$ cat config.mk
export PLATFORM = sky130hd
export DESIGN_NAME = if_stage_flat
export DESIGN_NICKNAME = d
export VERILOG_FILES = /design/src/rtl/riscv_pkg.sv /design/src/rtl/if_stage_if.sv /design/src/rtl/fetch_fifo.sv /design/src/rtl/if_stage.sv /design/src/flat_wrapper.sv
export SDC_FILE = /design/constraint.sdc
export NUM_CORES = 1
export LEC_CHECK = 0
export CAP_MARGIN = 20
export CORE_MARGIN = 8
export CORE_UTILIZATION = 46
export DETAILED_ROUTE_END_ITERATION = 8
export GPL_TIMING_DRIVEN = 1
export PLACE_DENSITY = 0.89
export SETUP_SLACK_MARGIN = 0.5
export SKIP_LAST_GASP = 1
export SLEW_MARGIN = 20
export SYNTH_ARGS = -nofsm -noshare
export SYNTH_HDL_FRONTEND = slang
export SYNTH_SLANG_ARGS = --single-unit
export TNS_END_PERCENT = 20
$ cat constraint.sdc
create_clock -name clk -period 4.1 [get_ports clk]
set_clock_uncertainty 0.2 [all_clocks]
set_input_delay 0.615 -clock clk [delete_from_list [all_inputs] [get_ports clk]]
set_output_delay 0.615 -clock clk [all_outputs]
set_load 0.03 [all_outputs]
$ cat src/rtl/riscv_pkg.sv
// rtl/riscv_pkg.sv - shared fetch types and constants; IF_PREFETCH_BUF_EN selects fetch buffer depth
package riscv_pkg;
    localparam int XLEN = 32;
    localparam logic [XLEN-1:0] NOP_INSTR = 32'h0000_0013;
`ifdef IF_PREFETCH_BUF_EN
    localparam int IF_DEPTH = 2;
`else
    localparam int IF_DEPTH = 1;
`endif
    localparam int DROP_W = 4;

    typedef struct packed {
        logic [XLEN-1:0] pc;
        logic [XLEN-1:0] instr;
    } fetch_entry_t;
endpackage

$ cat src/rtl/if_stage_if.sv
// rtl/if_stage_if.sv - imem, redirect and IF/ID bundle between fetch stage and its neighbours
interface if_stage_if;
    import riscv_pkg::*;
    logic            imem_req_valid;
    logic            imem_req_ready;
    logic [XLEN-1:0] imem_req_addr;
    logic            imem_resp_valid;
    logic [XLEN-1:0] imem_resp_data;
    logic            redirect_valid;
    logic [XLEN-1:0] redirect_pc;
    logic            id_stall;
    logic            id_valid;
    logic [XLEN-1:0] id_pc;
    logic [XLEN-1:0] id_instr;
    logic [XLEN-1:0] id_pc_plus4;

    modport slave (
        output imem_req_valid, imem_req_addr, id_valid, id_pc, id_instr, id_pc_plus4,
        input  imem_req_ready, imem_resp_valid, imem_resp_data, redirect_valid, redirect_pc, id_stall
    );
    modport master (
        input  imem_req_valid, imem_req_addr, id_valid, id_pc, id_instr, id_pc_plus4,
        output imem_req_ready, imem_resp_valid, imem_resp_data, redirect_valid, redirect_pc, id_stall
    );
endinterface

$ cat src/rtl/fetch_fifo.sv
// rtl/fetch_fifo.sv - in-order {pc, instr} buffer with flush; head is visible combinationally
module fetch_fifo
    import riscv_pkg::*;
#(
    parameter int DEPTH = 2,
    localparam int CNT_W = $clog2(DEPTH + 1),
    localparam int PTR_W = (DEPTH > 1) ? $clog2(DEPTH) : 1
) (
    input  logic             clk,
    input  logic             rst,
    input  logic             push,
    input  logic             pop,
    input  logic             flush,
    input  fetch_entry_t     wdata,
    output fetch_entry_t     rdata,
    output logic             full,
    output logic             empty,
    output logic [CNT_W-1:0] count
);
    fetch_entry_t     r_mem [DEPTH];
    logic [PTR_W-1:0] r_rd;
    logic [PTR_W-1:0] r_wr;
    logic [CNT_W-1:0] r_count;
    logic             w_push;
    logic             w_pop;

    function automatic logic [PTR_W-1:0] next_ptr(input logic [PTR_W-1:0] p);
        return (p == PTR_W'(DEPTH - 1)) ? '0 : p + PTR_W'(1);
    endfunction

    assign full   = (r_count == CNT_W'(DEPTH));
    assign empty  = (r_count == '0);
    assign count  = r_count;
    assign rdata  = r_mem[r_rd];
    assign w_pop  = pop && !empty;
    // A push into a full buffer is only accepted when the head leaves in the same cycle
    assign w_push = push && (!full || w_pop);

    always_ff @(posedge clk or negedge rst) begin
        if (!rst) begin
            r_rd    <= '0;
            r_wr    <= '0;
            r_count <= '0;
        end else if (flush) begin
            r_rd    <= '0;
            r_wr    <= '0;
            r_count <= '0;
        end else begin
            if (w_push) r_wr <= next_ptr(r_wr);
            if (w_pop)  r_rd <= next_ptr(r_rd);
            r_count <= r_count + CNT_W'(w_push) - CNT_W'(w_pop);
        end
    end

    always_ff @(posedge clk) begin
        if (w_push && !flush) r_mem[r_wr] <= wdata;
    end
endmodule

$ cat src/rtl/if_stage.sv
// rtl/if_stage.sv - instruction fetch stage with in-order fetch buffer; IF_PREFETCH_BUF_EN enables depth 2
module if_stage
    import riscv_pkg::*;
#(
    parameter logic [XLEN-1:0] RESET_PC         = 32'h0000_0000,
    parameter int              RESP_LATENCY_MIN = 1
) (
    input logic       clk,
    input logic       rst,
    if_stage_if.slave bus
);
    localparam int CNT_W  = $clog2(IF_DEPTH + 1);
    localparam int OUT_W  = 2;
    localparam int FILL_W = 3;

    generate
        if (RESP_LATENCY_MIN < 1) begin : g_bad_latency
            $error("RESP_LATENCY_MIN must be at least 1");
        end
    endgenerate

    logic [XLEN-1:0]   r_pc;
    logic [OUT_W-1:0]  r_outstanding;
    logic [DROP_W-1:0] r_drop;

    logic [CNT_W-1:0]  w_count;
    logic [FILL_W-1:0] w_fill;
    logic [DROP_W-1:0] w_in_flight;
    logic              w_full;
    logic              w_empty;
    logic              w_req_valid;
    logic              w_handshake;
    logic              w_resp_live;
    logic              w_resp_drop;
    logic              w_push;
    logic              w_pop;
    fetch_entry_t      w_wdata;
    fetch_entry_t      w_head;
    logic [XLEN-1:0]   w_id_pc;

    assign w_fill      = FILL_W'(w_count) + FILL_W'(r_outstanding);
    assign w_req_valid = rst && !bus.redirect_valid && (w_fill < FILL_W'(IF_DEPTH));
    assign w_handshake = w_req_valid && bus.imem_req_ready;
    assign w_resp_drop = bus.imem_resp_valid && (r_drop != '0);
    assign w_resp_live = bus.imem_resp_valid && (r_drop == '0);
    assign w_push      = w_resp_live && !bus.redirect_valid && (!w_full || w_pop);
    assign w_pop       = !w_empty && !bus.id_stall && !bus.redirect_valid;
    assign w_in_flight = r_drop + DROP_W'(r_outstanding);

    // Live requests since the last redirect are consecutive words, so the oldest one sits behind r_pc
    assign w_wdata.pc    = r_pc - XLEN'({r_outstanding, 2'b00});
    assign w_wdata.instr = bus.imem_resp_data;

    fetch_fifo #(.DEPTH(IF_DEPTH)) u_fifo (
        .clk   (clk),
        .rst   (rst),
        .push  (w_push),
        .pop   (w_pop),
        .flush (bus.redirect_valid),
        .wdata (w_wdata),
        .rdata (w_head),
        .full  (w_full),
        .empty (w_empty),
        .count (w_count)
    );

    always_ff @(posedge clk or negedge rst) begin
        if (!rst) begin
            r_pc          <= RESET_PC;
            r_outstanding <= '0;
            r_drop        <= '0;
        end else if (bus.redirect_valid) begin
            r_pc          <= {bus.redirect_pc[XLEN-1:2], 2'b00};
            r_outstanding <= '0;
            r_drop        <= (bus.imem_resp_valid && w_in_flight != '0) ? w_in_flight - DROP_W'(1) : w_in_flight;
        end else begin
            if (w_handshake) r_pc <= r_pc + XLEN'(4);
            r_outstanding <= r_outstanding + OUT_W'(w_handshake) - OUT_W'(w_resp_live);
            if (w_resp_drop) r_drop <= r_drop - DROP_W'(1);
        end
    end

    assign w_id_pc            = w_empty ? '0 : w_head.pc;
    assign bus.imem_req_valid = w_req_valid;
    assign bus.imem_req_addr  = r_pc;
    assign bus.id_valid       = !w_empty;
    assign bus.id_pc          = w_id_pc;
    assign bus.id_instr       = w_empty ? NOP_INSTR : w_head.instr;
    assign bus.id_pc_plus4    = w_id_pc + XLEN'(4);
endmodule

$ cat src/flat_wrapper.sv
// flat-port wrapper written by rule: the top's interface ports become plain ports
module if_stage_flat import riscv_pkg::*;
#(
    parameter logic [XLEN-1:0] RESET_PC         = 32'h0000_0000,
    parameter int              RESP_LATENCY_MIN = 1
)
  (clk, rst, bus_imem_req_valid, bus_imem_req_addr, bus_id_valid, bus_id_pc, bus_id_instr, bus_id_pc_plus4, bus_imem_req_ready, bus_imem_resp_valid, bus_imem_resp_data, bus_redirect_valid, bus_redirect_pc, bus_id_stall);
  if_stage_if bus_i ();
  input logic clk;
  input logic rst;
  output wire logic [$bits(bus_i.imem_req_valid)-1:0] bus_imem_req_valid;
  output wire logic [$bits(bus_i.imem_req_addr)-1:0] bus_imem_req_addr;
  output wire logic [$bits(bus_i.id_valid)-1:0] bus_id_valid;
  output wire logic [$bits(bus_i.id_pc)-1:0] bus_id_pc;
  output wire logic [$bits(bus_i.id_instr)-1:0] bus_id_instr;
  output wire logic [$bits(bus_i.id_pc_plus4)-1:0] bus_id_pc_plus4;
  input wire logic [$bits(bus_i.imem_req_ready)-1:0] bus_imem_req_ready;
  input wire logic [$bits(bus_i.imem_resp_valid)-1:0] bus_imem_resp_valid;
  input wire logic [$bits(bus_i.imem_resp_data)-1:0] bus_imem_resp_data;
  input wire logic [$bits(bus_i.redirect_valid)-1:0] bus_redirect_valid;
  input wire logic [$bits(bus_i.redirect_pc)-1:0] bus_redirect_pc;
  input wire logic [$bits(bus_i.id_stall)-1:0] bus_id_stall;
  assign bus_imem_req_valid = bus_i.imem_req_valid;
  assign bus_imem_req_addr = bus_i.imem_req_addr;
  assign bus_id_valid = bus_i.id_valid;
  assign bus_id_pc = bus_i.id_pc;
  assign bus_id_instr = bus_i.id_instr;
  assign bus_id_pc_plus4 = bus_i.id_pc_plus4;
  assign bus_i.imem_req_ready = bus_imem_req_ready;
  assign bus_i.imem_resp_valid = bus_imem_resp_valid;
  assign bus_i.imem_resp_data = bus_imem_resp_data;
  assign bus_i.redirect_valid = bus_redirect_valid;
  assign bus_i.redirect_pc = bus_redirect_pc;
  assign bus_i.id_stall = bus_id_stall;
  if_stage #(.RESET_PC(RESET_PC), .RESP_LATENCY_MIN(RESP_LATENCY_MIN)) u_core (.clk(clk), .rst(rst), .bus(bus_i));
endmodule
Yosys cells after proc, flatten, opt, wreduce, memory -nomap -nowiden:

Memory sizes are Yosys's and may differ from the RTL's.
Cells that the tools add are included.

* flip-flop bits (word level): 39
* bits in latches: 0
* bits in writable memories: 64
* bits in read-only memories: 0
* bits of input ports: 70
* output and inout port bits: 130
* word-level logic and storage cells: 51
* memories kept: 1

* $add $sub $neg: 11
* $mul: 0
* div/mod/pow operators: 0
* $lt $le $gt $ge: 1
* equal/unequal tests: 0
* shift-type cells: 0
* multiplexer cells: 11
* bitwise gates (word level): 0
* reductions and logical operators: 23

Memories
* u_core.u_fifo.r_mem: words 1, width 64, rd ports 1, clocked after memory_dff 0, wr ports 1, line fetch_fifo.sv:20 `fetch_entry_t r_mem [DEPTH];`

Operators by type and width (number)
* $mux W32: 4
* $add A32 B3 Y32 const B: 2
* $sub A32 B4 Y32: 1
* $logic_and A1 B1 Y1: 13
* $mux W4: 3
* $reduce_bool A4 Y1: 2
* $sub A4 B1 Y4 const B: 2
* $add A4 B2 Y4: 1
* $logic_not A4 Y1: 1
* $reduce_bool A2 Y1: 2
* $add A1 B2 Y3: 1
* $logic_not A1 Y1: 3
* $lt A3 B1 Y1 const B: 1
* $mux W1: 3
* $add A2 B1 Y2: 1
* $logic_or A1 B1 Y1: 2
* $mux W2: 1
* $sub A2 B1 Y2: 1
* $add A1 B1 Y1: 1
* $sub A1 B1 Y1: 1

Longest topological paths before layout:

* depth after elaboration: 9
* depth in mapped cells: 9
* depth with buffers taken out: 9

Modules after synthesis:

From an unflattened synthesis, not the netlist that was laid out.

* cell total of the unflattened synthesis: 626
* area total of the unflattened synthesis: 6132.1 um^2

Modules (own cells, without submodules)
* if_stage: times used 1, cells each 556, area an instance 4137.7 um^2, seq. area each 900.9 um^2
* fetch_fifo: times used 1, cells each 70, area an instance 1994.4 um^2, seq. area each 1946.9 um^2

Worst setup path before layout:

OpenSTA, ideal clock, no wires.

* path type: reg-to-output
* start point: register u_core.u_fifo.r_count, in the netlist u_core.u_fifo.count
* end point: output port bus_id_pc_plus4[30]
* data arrival time: 3405 ps
* data required time: 3285 ps
* path slack: -120 ps
* cell stages (with the launch flop): 10
* path buffers: 2
* cell sequence: dfrtp_1 > buf_2 > clkbuf_1 > and2_1 > ha_1 > nand3_1 > nor4_1 > nand2_1 > nor4_1 > xor2_1

* longest elaborated chain between the ends: 2

Ends and longest elaborated chain
* from (decl): line fetch_fifo.sv:23 `logic [CNT_W-1:0] r_count;`
* from (signal assigned): line fetch_fifo.sv:51 `r_count <= r_count + CNT_W'(w_push) - CNT_W'(w_pop);`
* $mux W32: line if_stage.sv:83 `assign w_id_pc = w_empty ? '0 : w_head.pc;`
* named net bus_id_pc[3]: line flat_wrapper.sv:14 `output wire logic [$bits(bus_i.id_pc)-1:0] bus_id_pc;`
* $add A32 B3 Y32: line if_stage.sv:89 `assign bus.id_pc_plus4 = w_id_pc + XLEN'(4);`
* to (decl): line flat_wrapper.sv:16 `output wire logic [$bits(bus_i.id_pc_plus4)-1:0] bus_id_pc_plus4;`

The timed path passes the listed nets, and every way through them passes these cells.

Worst setup path in the final report:

* start point: register u_core.u_fifo.r_count, in the netlist u_core.u_fifo.count
* end point: output port bus_id_pc_plus4[17]

* longest elaborated chain between the ends: 2

Ends and longest elaborated chain (line)
* $mux W32: if_stage.sv:83
* $add A32 B3 Y32: if_stage.sv:89

Every way passes these cells.

==> metrics.txt <==
outcome=finished, final reports clean; Filler Cells Inserted=1004; clock-pin slew reported for the worst setup and hold paths after clock tree synthesis=0.07 ns; total negative slack=0 ns; Hold Vio Cnt, Final=0; Arr. time, crit path=2.74 ns; post-synthesis sequential element count=99; vias after detailed routing=5190; sequential area share after synthesis=47.6%; library cell with the largest summed area after synthesis=sky130_fd_sc_hd__edfxtp_1; Yosys Warn Count=0; die height=129 µm; number of buffers added by the clock tree synthesis step=9; sequential share of power=42.4%; number of design-rule violations left by the first detailed-router iteration=404; number of buffers inserted by port buffering=191; post-route non-filler standard cell count=958; NumNets Final=865; final worst-path cycle share=86.7%; First-pass DRT Iterations=5; Slowest Stage Delay on Critical Path=0.70 ns; Internal Power=2060 µW; Diodes inserted=0; asr flop ratio synth=37.4%; latest clock arrival within the worst-skew pair=0.35 ns; clock buffer depth=2; critical path peak fanout=6; Period minus WS final=3.55 ns; Setup Viol. Count Final=0; netlist area before placement=5860 µm²; critical path cell sequence=nand2_2 > or4_4 > nor2_1 > and3_1 > xor2_1 > clkdlybuf4s50_1; number of global-route vias before repair=5117; post-synthesis instance total=601; TritonCTS clock tree=done; final estimated routing congestion in global placement=0.889; count of antenna-violating nets left after detailed routing=0; wire length of the first global-routing pass=27.1 mm; global-route usage over all layers=20.8%; H-tree depth=3; fraction of layout cells with a size suffix above 1=8.02%; number of cell instances on the worst register-to-register path=8; initial antenna violation count=0; final max-slew violation count=0; Slew headroom=59.8%; number of placed cells counting well taps=937; buffer type at the clock tree root=sky130_fd_sc_hd__clkbuf_16; critical path type=flip-flop to output pin; Vias/cell=5.42; category of the worst setup path capture point=output pin; number of clock sinks seen by CTS=99; syn_area_per_cell=9.75 µm²; Comb power frac=27.4%; number of maximum-capacitance violations=0; area of the core=12500 µm²; largest net degree at the start of global routing=63; Site Rows=41; Worst-Margin Slew=0.598 ns; most area-consuming cells after synthesis=sky130_fd_sc_hd__edfxtp_1 (32%), sky130_fd_sc_hd__dfrtp_1 (16%), sky130_fd_sc_hd__xor2_1 (6.9%); leading register cell type out of synthesis=sky130_fd_sc_hd__edfxtp_1; Yosys top cell area share=31.8%; Avg WL per Cell=18.3 µm; maximum operating frequency=0.281 GHz; Max VDD drop=0.276 mV; DRC Markers=0; launch instance of the worst register-to-register path=u_core.r_drop[0]; number of placed I/O pins=200; worst min-delay path class=input port to async pin; distinct cell type count after synthesis=53; Routed Wire Length=17.5 mm; Sw Share=32.0%; number of enable-type register cells in the synthesized netlist=62; register-to-register setup slack=1.21 ns; DPL Wire Length=13.4 mm; Worst Path Required=3.28 ns; area growth from synthesis to layout=41.5%; area of the die=16600 µm²; Die X=129 µm; NetSw=970 µW; RSZ-0062 raised after global routing=true; overall overflow remaining after global route=0; Leakage Power=0.00324 µW; capture point of the worst reg-to-reg path=u_core.r_drop[1]; PwrDens=366 nW/µm²; clock power share=30.2%; Initial Utilization=46.8%; startpoint type of the worst setup path=flip-flop; hold-fix buffers at CTS=0; cell with the largest stage delay on the worst path=sky130_fd_sc_hd__clkdlybuf4s50_1
[timing repair]
item                                    in CTS  in global routing
pin swaps                                    2                  2
buffers inserted                             5                  0
endpoints found under the setup margin      12                 10
resized for setup                            2                  2
[cell families (layout without fill, tap and decap cells)]
group / Yosys count / in the layout / synth area share, %
compound gates: 58 / 58 / 6.24
xor+xnor: 77 / 77 / 11.5
fa+ha+maj: 14 / 14 / 3.25
buf+inv: 63 / 243 / 4.49
flops: 99 / 99 / 47.6
mux: 2 / 2 / 0.384
other cells: 1 / 6 / 0.0640
simple gates: 287 / 287 / 26.5
[layout make-up]
cell class | instances | area (µm²) | share of cell area, %
multi-input cells | 444 | 2880 | 34.8
flip-flops and latches | 99 | 2790 | 33.6
repair buffers | 203 | 2000 | 24.1
clock buffers | 9 | 225 | 2.72
inverters | 24 | 90.1 | 1.09
well taps | 172 | 215 | 2.60
clock inverters | 7 | 91.3 | 1.10
[cell usage after synthesis, types with 23 or more instances]
library cell and count:
sky130_fd_sc_hd__xnor2_1 31, sky130_fd_sc_hd__dfrtp_1 37, sky130_fd_sc_hd__nand3_1 26, sky130_fd_sc_hd__nand2_1 59, sky130_fd_sc_hd__edfxtp_1 62, sky130_fd_sc_hd__o21ai_0 23
sky130_fd_sc_hd__nor2_1 38, sky130_fd_sc_hd__inv_1 23, sky130_fd_sc_hd__and2_1 61, sky130_fd_sc_hd__clkbuf_1 30, sky130_fd_sc_hd__nand4_1 23, sky130_fd_sc_hd__xor2_1 46
[routing by layer]
layer | up-vias | GRT usage [%] | routed length (µm)
li1 | 2454 | - | -
met3 | 29 | 6.25 | 1660
met4 | 0 | 8.22 | 362
met1 | 2473 | 23.7 | 6910
met2 | 234 | 35.8 | 8550
met5 | - | 0 | 0
[power by group through the flow]
stage / clock network (µW) / registers, µW / logic, µW
after global placement: 0 / 1300 / 812
after detailed placement: 0 / 1300 / 826
after global routing: 965 / 1300 / 908
final: 916 / 1280 / 830
after floorplan: 0 / 1300 / 489
after CTS: 932 / 1280 / 836
[per-stage QoR]
step / utilization, % / hold WS (ns) / setup slack, ns / total power, µW / cell area (µm²)
6_report: 66.2 / 0.141 / 0.547 / 3030 / 8290
5_1_grt: 66.2 / 0.179 / 0.428 / 3170 / 8290
4_1_cts: 66.2 / 0.151 / 0.454 / 3050 / 8280
3_5_place_dp: 63.3 / 0.446 / 0.585 / 2130 / 7920
3_3_place_gp: 63.3 / 0.383 / 0.665 / 2110 / 7920
2_1_floorplan: - / 0.119 / 0.498 / 1790 / 5920
[worst max-delay path: cells and delay by family, from the launching register on]
kind | cells | cell delay, ns
and+or+nand+nor | 4 | 1.11
buffers and inverters | 1 | 0.70
DFF | 1 | 0.42
xor gates and xnor gates | 1 | 0.16
[registers in the layout, indices dropped and copies added (netlist names)]
name,cells
u_core.u_fifo.r_mem,62
u_core.bus.imem_req_addr,30
u_core.r_drop,4
u_core.r_outstanding,2
u_core.u_fifo.count,1
[how the worst max path moves through the flow]
stage                                from                   to  slack [ns]  depth (start not counted)
2_1_floorplan         u_core.u_fifo.count  bus_id_pc_plus4[29]        0.50                          6
3_3_place_gp   u_core.u_fifo.r_mem[0][38]  bus_id_pc_plus4[31]        0.66                          6
3_5_place_dp   u_core.u_fifo.r_mem[0][38]  bus_id_pc_plus4[31]        0.58                          6
4_1_cts               u_core.u_fifo.count  bus_id_pc_plus4[31]        0.45                          6
5_1_grt               u_core.u_fifo.count  bus_id_pc_plus4[17]        0.43                          6
6_report              u_core.u_fifo.count  bus_id_pc_plus4[17]        0.55                          6
[cells in the final DEF, fill, tap and decap left out, types with 2 or more instances in the layout]
cell type                         instances
sky130_fd_sc_hd__o211ai_1                 3
sky130_fd_sc_hd__edfxtp_1                62
sky130_fd_sc_hd__a31oi_1                  7
sky130_fd_sc_hd__conb_1                   6
sky130_fd_sc_hd__or3_1                    8
sky130_fd_sc_hd__and3_1                  14
sky130_fd_sc_hd__xnor2_1                 31
sky130_fd_sc_hd__nor4_2                   3
sky130_fd_sc_hd__buf_12                   3
sky130_fd_sc_hd__nand2b_1                 9
sky130_fd_sc_hd__and4b_1                  2
sky130_fd_sc_hd__o31ai_1                  2
sky130_fd_sc_hd__inv_1                   23
sky130_fd_sc_hd__nor4_1                   7
sky130_fd_sc_hd__clkbuf_16                9
sky130_fd_sc_hd__bufinv_16                2
sky130_fd_sc_hd__nand2_1                 59
sky130_fd_sc_hd__o311ai_0                 2
sky130_fd_sc_hd__mux2_2                   2
sky130_fd_sc_hd__dfrtp_1                 36
sky130_fd_sc_hd__a21boi_0                 3
sky130_fd_sc_hd__nor2b_1                  2
sky130_fd_sc_hd__or4_4                    2
sky130_fd_sc_hd__o21ai_0                 23
sky130_fd_sc_hd__a211oi_1                 2
sky130_fd_sc_hd__buf_4                   25
sky130_fd_sc_hd__and2_1                  60
sky130_fd_sc_hd__or4_1                    6
sky130_fd_sc_hd__xor2_2                   2
sky130_fd_sc_hd__nand4_1                 23
sky130_fd_sc_hd__clkinv_2                 3
sky130_fd_sc_hd__nand3_1                 26
sky130_fd_sc_hd__xor2_1                  44
sky130_fd_sc_hd__and4_1                   2
sky130_fd_sc_hd__fa_1                     2
sky130_fd_sc_hd__ha_1                    12
sky130_fd_sc_hd__nor2_1                  38
sky130_fd_sc_hd__nor3_1                  15
sky130_fd_sc_hd__a21oi_1                  7
sky130_fd_sc_hd__clkdlybuf4s50_1        173
Power figures use the tool's default switching activity.
